<file path="config.mk">
export PLATFORM = sky130hd
export DESIGN_NAME = shift_deserializer
export DESIGN_NICKNAME = d
export VERILOG_FILES = /design/src/rtl/shift_deserializer.sv
export SDC_FILE = /design/constraint.sdc
export NUM_CORES = 1
export LEC_CHECK = 0
export BUFFER_PORTS_ARGS = -buffer_cell sky130_fd_sc_hd__buf_2
export CAP_MARGIN = 20
export CORE_MARGIN = 4
export CORE_UTILIZATION = 62
export DETAILED_ROUTE_END_ITERATION = 8
export GPL_TIMING_DRIVEN = 0
export PLACE_DENSITY = 0.83
export SLEW_MARGIN = 25
export SYNTH_ARGS = -nofsm -noshare
export SYNTH_HDL_FRONTEND = slang
export SYNTH_SLANG_ARGS = --single-unit
export TNS_END_PERCENT = 5
</file>
<file path="constraint.sdc">
create_clock -name clk -period 5.45 [get_ports clk]
set_input_delay 0.8175 -clock clk [delete_from_list [all_inputs] [get_ports clk]]
set_output_delay 0.8175 -clock clk [all_outputs]
set_load 0.1 [all_outputs]
</file>
<file path="src/rtl/shift_deserializer.sv">
// shift_deserializer: idle-high, LSB-first asynchronous serial receiver.
// Frame: start bit, w_data data bits, optional even-parity bit, stop bit.
// The received word is presented on out_data with a valid/ready handshake.
// Optional feature macro: SHIFT_DESERIALIZER_PARITY_EN (adds the PARITY
// state and the parity_err output).
module shift_deserializer #(
  parameter int w_data     = 8,
  parameter int bit_period = 434
) (
  input  logic              clk,
  input  logic              rst,
  input  logic              serial_in,
  output logic [w_data-1:0] out_data,
  output logic              out_valid,
  input  logic              out_ready,
  output logic              busy,
  output logic              frame_err,
  output logic              overrun
`ifdef SHIFT_DESERIALIZER_PARITY_EN
  ,
  output logic              parity_err
`endif
);

  localparam int TW    = $clog2(bit_period);
  localparam int IDX_W = (w_data > 1) ? $clog2(w_data) : 1;

  localparam logic [TW-1:0]    HALF_LOAD = TW'(bit_period / 2 - 1);
  localparam logic [TW-1:0]    FULL_LOAD = TW'(bit_period - 1);
  localparam logic [TW-1:0]    TIMER_ONE = TW'(1);
  localparam logic [IDX_W-1:0] LAST_IDX  = IDX_W'(w_data - 1);
  localparam logic [IDX_W-1:0] IDX_ONE   = IDX_W'(1);

  typedef enum logic [2:0] {
    IDLE,
    START,
    DATA,
`ifdef SHIFT_DESERIALIZER_PARITY_EN
    PARITY,
`endif
    STOP,
    WAIT_HIGH
  } state_t;

  state_t state_reg, state_next;

  logic              sync_reg;
  logic              rx_s;
  logic [TW-1:0]     timer_reg;
  logic              expire;
  logic [IDX_W-1:0]  bit_idx_reg;
  logic [w_data-1:0] shift_reg;
  logic [w_data:0]   shift_cat;

  logic              timer_load;
  logic [TW-1:0]     timer_val;
  logic              shift_en;
  logic              idx_clear;
  logic              idx_inc;
  logic              stop_ok;
  logic              stop_bad;
  logic              commit;

  assign expire    = (timer_reg == '0);
  assign busy      = (state_reg != IDLE);
  assign shift_cat = {rx_s, shift_reg};

  // Two-flop synchronizer for the asynchronous line; idle level is high.
  always_ff @(posedge clk or negedge rst) begin
    if (!rst) begin
      sync_reg <= 1'b1;
      rx_s     <= 1'b1;
    end else begin
      sync_reg <= serial_in;
      rx_s     <= sync_reg;
    end
  end

  // FSM state register.
  always_ff @(posedge clk or negedge rst) begin
    if (!rst) begin
      state_reg <= IDLE;
    end else begin
      state_reg <= state_next;
    end
  end

`ifdef SHIFT_DESERIALIZER_PARITY_EN
  logic par_check;
  logic par_bad_now;
  logic par_bad_reg;

  assign par_bad_now = (^shift_reg) ^ rx_s;
`endif

  // Next-state and per-cycle control decode; every sample happens on expire.
  always_comb begin
    state_next = state_reg;
    timer_load = 1'b0;
    timer_val  = FULL_LOAD;
    shift_en   = 1'b0;
    idx_clear  = 1'b0;
    idx_inc    = 1'b0;
    stop_ok    = 1'b0;
    stop_bad   = 1'b0;
`ifdef SHIFT_DESERIALIZER_PARITY_EN
    par_check  = 1'b0;
`endif
    case (state_reg)
      IDLE: begin
        if (!rx_s) begin
          timer_load = 1'b1;
          timer_val  = HALF_LOAD;
          state_next = START;
        end
      end
      START: begin
        if (expire) begin
          if (!rx_s) begin
            timer_load = 1'b1;
            idx_clear  = 1'b1;
            state_next = DATA;
          end else begin
            // Line went back high before mid start bit: treat as a glitch.
            state_next = IDLE;
          end
        end
      end
      DATA: begin
        if (expire) begin
          shift_en   = 1'b1;
          timer_load = 1'b1;
          if (bit_idx_reg == LAST_IDX) begin
`ifdef SHIFT_DESERIALIZER_PARITY_EN
            state_next = PARITY;
`else
            state_next = STOP;
`endif
          end else begin
            idx_inc = 1'b1;
          end
        end
      end
`ifdef SHIFT_DESERIALIZER_PARITY_EN
      PARITY: begin
        if (expire) begin
          par_check  = 1'b1;
          timer_load = 1'b1;
          state_next = STOP;
        end
      end
`endif
      STOP: begin
        if (expire) begin
          if (rx_s) begin
            stop_ok    = 1'b1;
            state_next = IDLE;
          end else begin
            stop_bad   = 1'b1;
            state_next = WAIT_HIGH;
          end
        end
      end
      WAIT_HIGH: begin
        // A line held low after a bad stop bit must not look like a new start.
        if (rx_s) begin
          state_next = IDLE;
        end
      end
      default: begin
        state_next = IDLE;
      end
    endcase
  end

  // Bit timer: reload on request, otherwise count down and rest at zero.
  always_ff @(posedge clk or negedge rst) begin
    if (!rst) begin
      timer_reg <= '0;
    end else if (timer_load) begin
      timer_reg <= timer_val;
    end else if (!expire) begin
      timer_reg <= timer_reg - TIMER_ONE;
    end
  end

  // Data bit index and right-shifting capture register (LSB arrives first).
  always_ff @(posedge clk or negedge rst) begin
    if (!rst) begin
      bit_idx_reg <= '0;
      shift_reg   <= '0;
    end else begin
      if (idx_clear) begin
        bit_idx_reg <= '0;
      end else if (idx_inc) begin
        bit_idx_reg <= bit_idx_reg + IDX_ONE;
      end
      if (shift_en) begin
        shift_reg <= shift_cat[w_data:1];
      end
    end
  end

`ifdef SHIFT_DESERIALIZER_PARITY_EN
  // Parity verdict is held until the stop check decides whether to commit.
  always_ff @(posedge clk or negedge rst) begin
    if (!rst) begin
      par_bad_reg <= 1'b0;
      parity_err  <= 1'b0;
    end else begin
      parity_err <= par_check & par_bad_now;
      if (par_check) begin
        par_bad_reg <= par_bad_now;
      end
    end
  end

  assign commit = stop_ok & ~par_bad_reg;
`else
  assign commit = stop_ok;
`endif

  // Output buffer: commit/accept arbitration plus one-cycle error flags.
  always_ff @(posedge clk or negedge rst) begin
    if (!rst) begin
      out_data  <= '0;
      out_valid <= 1'b0;
      frame_err <= 1'b0;
      overrun   <= 1'b0;
    end else begin
      frame_err <= stop_bad;
      overrun   <= 1'b0;
      if (commit) begin
        if (!out_valid || out_ready) begin
          out_data  <= shift_reg;
          out_valid <= 1'b1;
        end else begin
          // Buffer still owned by the consumer: keep the old word.
          overrun <= 1'b1;
        end
      end else if (out_valid && out_ready) begin
        out_valid <= 1'b0;
      end
    end
  end

endmodule
</file>
### Yosys cells after proc, flatten, opt, wreduce, memory -nomap -nowiden

Cells that the tools add are included.

* flip-flop bits (word level): 36
* logic and storage cells: 69
* input port bits: 4

* multiplexer cells: 33
* equality and inequality tests: 13
* add/sub/neg operators: 2
* reduce and logical (&&, ||, !) cells: 11

Operator list (count)
* $mux 9: 4
* $mux 3: 9
* $mux 1: 17
* $pmux 3 s5: 1
* $ne 2x2->1 const B: 6
* $logic_not 9->1: 1
* $sub 9x1->9 const B: 1
* $eq 3x2->1 const B: 2
* $eq 3x3->1 const B: 2
* $reduce_and 6->1: 1
* $ne 2x1->1 const B: 2
* $reduce_and 2->1: 2
* $reduce_bool 2->1: 2
* $add 3x1->3 const B: 1
* $eq 3x1->1 const B: 1
* $logic_not 3->1: 1
* $pmux 1 s3: 1
* $reduce_bool 3->1: 1
* $mux 2: 1
* $logic_and 1x1->1: 1
* $logic_not 1->1: 1
* $logic_or 1x1->1: 1

### Logic depth before layout (Yosys ltp)

Gate-level depths: netlist of run 1.

* word-level depth: 6
* depth in mapped cells: 7
* mapped depth without buffers: 6

### Worst setup path before layout of run 1

No wires, ideal clock.

* path type: register to register
* start point: register timer_reg[0]
* end point: register out_data[0]
* data arrival time: 2.325 ns
* clock period less this slack: 2.450 ns
* path slack: 3.000 ns
* cell stages (with the launch flop): 7
* path through: dfrtp_1 inv_1 ha_1 or4b_4 or4b_4 nor3_4 mux2_2

* longest elaborated chain between the ends: 4

RTL lines
* start: declaration: line 49 `logic [TW-1:0] timer_reg;`
* start signal: assignment: line 181 `timer_reg <= timer_val;`
* start signal: assignment: line 183 `timer_reg <= timer_reg - TIMER_ONE;`
* $logic_not 9->1: line 64 `assign expire = (timer_reg == '0);`
* $mux 1: line 154 `if (expire) begin`
* $mux 1: line 109 `case (state_reg)`
* $reduce_and 2->1 (no line)
* end signal: assignment: line 235 `out_data <= shift_reg;`
* end: declaration: line 13 `output logic [w_data-1:0] out_data,`

Every way passes these cells.
A chain may end at the register's enable or synchronous reset.

### Final worst setup path of run 1

* start point: register timer_reg[0]
* end point: register out_data[7]

The elaborated chain is that of the path after synthesis.

==> results of run 1 <==
-- area by class of cell --
type,count,share of cell area [%]
Clock buffer,7,3.02
Timing Repair Buffer,15,4.12
Multi-Input combinational cell,100,39.1
Clock inverter,1,0.412
Tap cell,30,2.06
Inverter,3,0.619
Sequential cell,36,49.6
Buffer,5,1.03
-- placed cells by master (no fill, tap or decap), types with 6 or more instances in the layout --
cell type   n
mux2_2     17
clkbuf_1    6
a21oi_1     6
nor2_1     12
buf_2      15
dfrtp_1    34
nand2_1    11
-- critical path, cell delays in order (launching register included) --
cell     delay, ns
dfrtp_1       0.44
inv_1         0.08
ha_1          0.19
or4b_4        0.51
or4b_4        0.55
nor3_4        0.41
mux2_2        0.39
-- power groups by stage --
stage / logic [mW] / registers (mW) / clock network (mW)
after global routing: 0.00992 / 0.269 / 0.166
after global placement: 0.00859 / 0.274 / 0
final: 0.00833 / 0.269 / 0.150
after CTS: 0.00868 / 0.269 / 0.152
after floorplan: 0.00219 / 0.274 / 0
after detailed placement: 0.00869 / 0.274 / 0
-- cell families after synthesis --
group           synth area share, %
compound gates                 9.43
flops                          54.9
simple gates                   18.2
xor+xnor                      0.532
mux                            12.9
fa+ha+maj                      2.28
buf+inv                        1.83
-- how the worst min path moves through the flow --
stage          slack (ns)      from  endpoint  depth (start not counted)
6_report             0.37  sync_reg      rx_s                          0
4_1_cts              0.37  sync_reg      rx_s                          0
5_1_grt              0.37  sync_reg      rx_s                          0
2_1_floorplan        0.35  sync_reg      rx_s                          0
3_3_place_gp         0.35  sync_reg      rx_s                          0
3_5_place_dp         0.35  sync_reg      rx_s                          0
-- layer usage --
metal	routed length [um]	GRT usage, %
met1	1320	24.5
met2	1320	28.2
met3	184	7.19
met4	72	9.18
met5	0	0
-- per-stage QoR --
step | hold slack (ns) | area, um^2 | util, %
floorplan | 0.345 | 1650 | -
global placement | 0.347 | 1760 | 70.3
detailed placement | 0.354 | 1760 | 70.3
CTS | 0.370 | 1820 | 72.8
global route | 0.373 | 1820 | 72.8
finish | 0.369 | 1820 | 72.8
==> out/results.tsv, run 1 <==
stage	metric	value	unit
setup_path	worstRegToRegCells	6	
power_and_ir_drop	power.leakage	0.882	nW
power_and_ir_drop	finalPower	0.426	mW
place	place_inst	189	
sta	hold_viol_final	0	
setup_path	cp.required	5.68	ns
clocking	cts-resized-gates	0	
grt	grt-ovfl-total	0	
grt	grt_start_max_net_pins	37	
routing	wl	2900	um
synthesis	synth.most_common_cell	dfrtp_1	
sta	fin_skew	0.0114	ns
power_and_ir_drop	swShare	21.9	%
sta	final_max_slew_viol_count	0	
setup_path	r2r_setup_slack	2.77	ns
synthesis	ys_top_cells_by_count	34 x dfrtp_1, 17 x mux2_2, 12 x nor2_1	
power_and_ir_drop	p_int	0.333	mW
setup_path	cp-end-kind	flip-flop	
layout	regArea	903	um^2
setup_path	regToRegEndpoint	out_data[7]	
clocking	cts.path.max_buffers	2	
sta	period_share	49.2	%
routing	wire_per_inst	14.7	um
grt	grt_pass1_wl	4870	um
sta	setup_violations	0	
power_and_ir_drop	p_per_area	234	nW/um^2
floorplan	start_util	65.8	%
sta	fmax	0.373	GHz
place	routabilityCongestion	0.872	
routing	drc	0	
clocking	clk_latency	0.34	ns
setup_path	startpoint	timer_reg[0]	
place	hpwl	2060	um
setup_path	endpoint	out_data[7]	
clocking	post-cts-setup-buffers	0	
hold_path	holdCritPathClass	flip-flop to flip-flop	
sta	max_slew.worst_pin.slew	0.752	ns
synthesis	ys_types	36	
routing	drtIter0Drc	21	
clocking	cts_max_level	2	
sta	finalWorstSetupSlack	2.77	ns
clocking	clk_pin_slew	0.10	ns
sta	rsz0062_at_grt	no	
clocking	cts-buffers-inserted	5	
setup_path	crit_fanout	8	
synthesis	synth_top_cell_by_area	dfrtp_1	
synthesis	ys_top_cells_by_area	dfrtp_1 52%, mux2_2 12%, dfstp_2 3.2%	
place	dp_slack	2.78	ns
layout	areaGrowthSynthToFinish	10.6	%
floorplan	die_h	59.5	um
synthesis	synth.avg_cell_area	11.4	um^2
sta	tns	0	ns
clocking	root_buffer	clkbuf_4	
synthesis	yosysWarnings	0	
layout	diodes	0	
layout	fillers	165	
synthesis	async_flop_share	100	%
synthesis	syn-cell-area	1650	um^2
sta	slew_headroom	49.9	%
synthesis	synthCells	144	
power_and_ir_drop	p_comb_share	2.0	%
layout	multi_input_area	712	um^2
setup_path	reg2reg_from	timer_reg[0]	
grt	grt_pass1_vias	1067	
synthesis	ys.flop_type	dfrtp_1	
synthesis	syn_nets	151	
layout	drive_gt1_share	28.1	%
power_and_ir_drop	p_sw	0.0935	mW
routing	via_per_inst	5.82	
power_and_ir_drop	peakVddDrop	226	uV
run	max-cap-violations	0	
synthesis	ys_ff_latch	36	
layout	largest_reg_flops	9	
floorplan	die_width	59.5	um
power_and_ir_drop	seqPwrFrac	63.0	%
routing	num_vias	1147	
floorplan	design.core.area	2500	um^2
clocking	cts_sinks	36	
floorplan	rows	18	
clocking	postCtsHoldBufs	0	
power_and_ir_drop	p_clk_share	35.1	%
setup_path	cp.arrival	2.91	ns
floorplan	ioPinCount	16	
clocking	cts_tree	built	
setup_path	startpoint_type	flip-flop	
layout	fin_cells	197	
floorplan	die_area	3540	um^2
routing	postRouteAntennaNets	0	
synthesis	synth_top_area_share	51.7	%
synthesis	synth_edf_count	0	
sta	min_period	2.68	ns
setup_path	path_class	flip-flop to flip-flop	
place	io_buffers	15	
outcome	outcome	complete, no violations	
layout	final_nets	173	
synthesis	ys_seq_area_share	54.9	%
grt	grt_usage	19.0	%
routing	dr.pass1.iters	4	
grt	antenna_found_initial	0	
No activity file was read; power rests on OpenSTA's default activity.
==> inputs of run 2 (changes only) <==
--- a/config.mk
+++ b/config.mk
@@ -5,13 +5,14 @@
 export SDC_FILE = /design/constraint.sdc
 export NUM_CORES = 1
 export LEC_CHECK = 0
+export ABC_AREA = 1
 export BUFFER_PORTS_ARGS = -buffer_cell sky130_fd_sc_hd__buf_2
 export CAP_MARGIN = 20
 export CORE_MARGIN = 4
-export CORE_UTILIZATION = 62
+export CORE_UTILIZATION = 52
 export DETAILED_ROUTE_END_ITERATION = 8
 export GPL_TIMING_DRIVEN = 0
-export PLACE_DENSITY = 0.83
+export PLACE_DENSITY = 0.74
 export SLEW_MARGIN = 25
 export SYNTH_ARGS = -nofsm -noshare
 export SYNTH_HDL_FRONTEND = slang
==> constraint.sdc (replaced) <==
create_clock -name clk -period 2.45 [get_ports clk]
set_input_delay 0.3675 -clock clk [delete_from_list [all_inputs] [get_ports clk]]
set_output_delay 0.3675 -clock clk [all_outputs]
set_load 0.1 [all_outputs]
==> run 2 against run 1 <==
  * Non-clock buffer count decreased by 4
  * Synthesized cell count is 42% higher
  * Flip-flop and latch count stayed put
  * Synthesized area up 5.6%
  * Sequential power rose by 130%
  * Global-route usage down 2.2 points
  * Highest routed layer unchanged
==> out/results.tsv, run 2 <==
stage	metric	value	unit	change
outcome	outcome	complete, no violations		
layout	diodes	0		unchanged
grt	grt_pass1_vias	1306		+22%
routing	postRouteAntennaNets	0		unchanged
clocking	cts.path.max_buffers	2		unchanged
setup_path	regToRegEndpoint	shift_reg[6]		
setup_path	startpoint_type	flip-flop		
sta	whs	0.0837	ns	-0.285 ns
setup_path	reg2reg_from	timer_reg[0]		
sta	final_max_slew_viol_count	0		unchanged
setup_path	cp.required	2.70	ns	-2.98 ns
clocking	cts-resized-gates	0		unchanged
synthesis	synth-xor-area-share	1.01	%	+0.48 points
sta	slew_headroom	49.3	%	-0.57 points
hold_path	holdCritPathClass	input port to async pin		
layout	drive_gt1_share	15.4	%	-13 points
synthesis	yosys.area_share.simple	28.4	%	+10 points
synthesis	ys_ff_latch	36		unchanged
synthesis	async_flop_share	100	%	unchanged
sta	tns	0	ns	unchanged
grt	grt_start_max_net_pins	37		unchanged
power_and_ir_drop	power.leakage	1.03	nW	+17%
grt	grt_usage	16.8	%	-2.2 points
setup_path	cp_num_buf_inv	2		+1
setup_path	critPathSlowestCell	nor3_4		
layout	fin_cells	272		+38%
setup_path	r2r_setup_slack	0.54	ns	-2.23 ns
synthesis	synthCells	205		+42%
power_and_ir_drop	seqPwrFrac	54.8	%	-8.2 points
power_and_ir_drop	p_per_area	569	nW/um^2	+140%
floorplan	die_width	65.8	um	+11%
clocking	root_buffer	clkbuf_4		
synthesis	ys.flop_type	dfrtp_1		
layout	areaGrowthSynthToFinish	12.1	%	
setup_path	path_class	flip-flop to flip-flop		
clocking	post-cts-setup-buffers	0		unchanged
sta	setup_violations	0		unchanged
floorplan	design.core.area	3130	um^2	+25%
routing	drc	0		unchanged
routing	dr.pass1.iters	4		unchanged
routing	num_vias	1370		+19%
layout	postLayoutCellArea	1950	um^2	+6.9%
place	dp_slack	0.587	ns	-2.19 ns
place	routabilityCongestion	0.854		-2.1%
power_and_ir_drop	p_clk_share	37.3	%	+2.2 points
layout	fillers	294		+78%
synthesis	ys_top_cells_by_area	dfrtp_1 49%, nand2_1 11%, inv_1 6.1%		
setup_path	crit_fanout	10		+2
synthesis	ys_types	25		-31%
power_and_ir_drop	finalPower	1.11	mW	+160%
synthesis	yosysWarnings	0		unchanged
sta	min_period	1.91	ns	-0.768 ns
routing	wire_per_inst	11.6	um	-21%
setup_path	worstRegToRegCells	7		+1
synthesis	synth_top_family_by_area	simple AND/OR/NAND/NOR gates		
setup_path	cp.arrival	2.16	ns	-0.75 ns
sta	period_share	78.0	%	+29 points
layout	final_util	62.2	%	-11 points
sta	fmax	0.523	GHz	+40%
clocking	cts_max_level	2		unchanged
clocking	cts_sinks	36		unchanged
grt	grt_pass1_wl	5600	um	+15%
clocking	postCtsHoldBufs	0		unchanged
setup_path	crit_family	simple AND/OR/NAND/NOR gates		
setup_path	max_stage_delay	0.40	ns	-0.15 ns
synthesis	ys_seq_area_share	52.0	%	-2.9 points
power_and_ir_drop	p_int	0.829	mW	+150%
run	max-cap-violations	0		unchanged
floorplan	start_util	55.5	%	-10 points
layout	largest_reg_flops	9		unchanged
setup_path	cp-end-kind	flip-flop		
power_and_ir_drop	swShare	25.1	%	+3.2 points
setup_path	path_cells	inv_1 > ha_1 > nand2_2 > nor3_4 > nand2_4 > buf_6 > o21a_1		
routing	via_per_inst	5.04		-13%
synthesis	synth_edf_count	0		unchanged
layout	layout_common_cells	52 x nand2_1, 34 x dfrtp_1, 28 x inv_1		
sta	hold_viol_final	0		unchanged
sta	max_slew.worst_pin.slew	0.760	ns	+0.00854 ns
place	io_buffers	15		unchanged
clocking	clk_latency	0.34	ns	about the same
place	hpwl	2250	um	+9.4%
layout	final_nets	234		+35%
synthesis	synth_compound_gate_area_share	9.51	%	+0.080 points
grt	antenna_found_initial	0		unchanged
clocking	clk_pin_slew	0.12	ns	+0.02 ns
floorplan	ioPinCount	16		unchanged
synthesis	ys_top_cells_by_count	52 x nand2_1, 34 x dfrtp_1, 28 x inv_1		
synthesis	synth.avg_cell_area	8.47	um^2	-26%
layout	layout_commonest_cell	nand2_1		
place	placed_area	1870	um^2	+6.2%
synthesis	synth_top_area_share	49.0	%	-2.7 points
synthesis	synth_top_cell_by_area	dfrtp_1		
synthesis	synth.most_common_cell	nand2_1		
floorplan	rows	20		+2
sta	finalWorstSetupSlack	0.539	ns	-2.23 ns
sta	fin_skew	0.0126	ns	+0.00121 ns
routing	wl	3160	um	+8.9%
grt	grt-ovfl-total	0		unchanged
floorplan	die_area	4330	um^2	+22%
synthesis	syn-cell-area	1740	um^2	+5.6%
routing	drtIter0Drc	80		+280%
sta	rsz0062_at_grt	no		
synthesis	synth_adder_area_share	2.16	%	-0.12 points
power_and_ir_drop	p_sw	0.278	mW	+200%
power_and_ir_drop	p_comb_share	7.8	%	+5.8 points
synthesis	synthMuxAreaShare	0	%	-13 points
synthesis	syn_nets	212		+40%
clocking	cts_tree	built		
floorplan	die_h	65.8	um	+11%
power_and_ir_drop	peakVddDrop	316	uV	+40%
clocking	cts-buffers-inserted	5		unchanged
place	place_inst	264		+40%
-- run 2: layout make-up --
cell class	instances	area, um^2	area share [%]
buffer	1	11.3	0.578
tap	44	55.1	2.83
inverter	29	109	5.59
sequential	36	903	46.4
multi-input combinational	139	713	36.6
timing repair buffer	15	75.1	3.86
clock buffer	5	37.5	1.93
clock inverter	3	42.5	2.19
-- run 2: cells by family after synthesis --
| kind of cell | after synthesis |
|---|---|
| AND/OR/NAND/NOR | 107 |
| XOR/XNOR | 2 |
| AO/OA/AOI/OAI | 27 |
| flip-flops | 36 |
| buffers and inverters | 30 |
| adder cells (fa/ha/maj) | 3 |
-- run 2: routing by layer --
metal / track usage, % / up-vias / wire, um
met5: 0 / - / 0
met4: 7.25 / 0 / 59
met3: 3.57 / 7 / 175
met2: 25.8 / 35 / 1460
met1: 22.8 / 624 / 1460
li1: - / 704 / -
-- run 2: worst max-delay path by stage --
stage	end	slack [ns]	start	cells past startpoint
floorplan	out_data[0]	0.50	out_valid	5
global placement	shift_reg[6]	0.58	timer_reg[0]	7
detailed placement	shift_reg[6]	0.59	timer_reg[0]	7
global route	out_data[3]	0.39	timer_reg[0]	7
CTS	shift_reg[6]	0.57	timer_reg[0]	7
finish	shift_reg[6]	0.54	timer_reg[0]	7
-- run 2: power groups by stage --
stage,logic [mW],registers (mW),clock network [mW]
finish,0.0866,0.607,0.414
global route,0.0928,0.609,0.449
CTS,0.0883,0.607,0.425
detailed placement,0.0881,0.619,0
global placement,0.0879,0.618,0
floorplan,0.0138,0.669,0
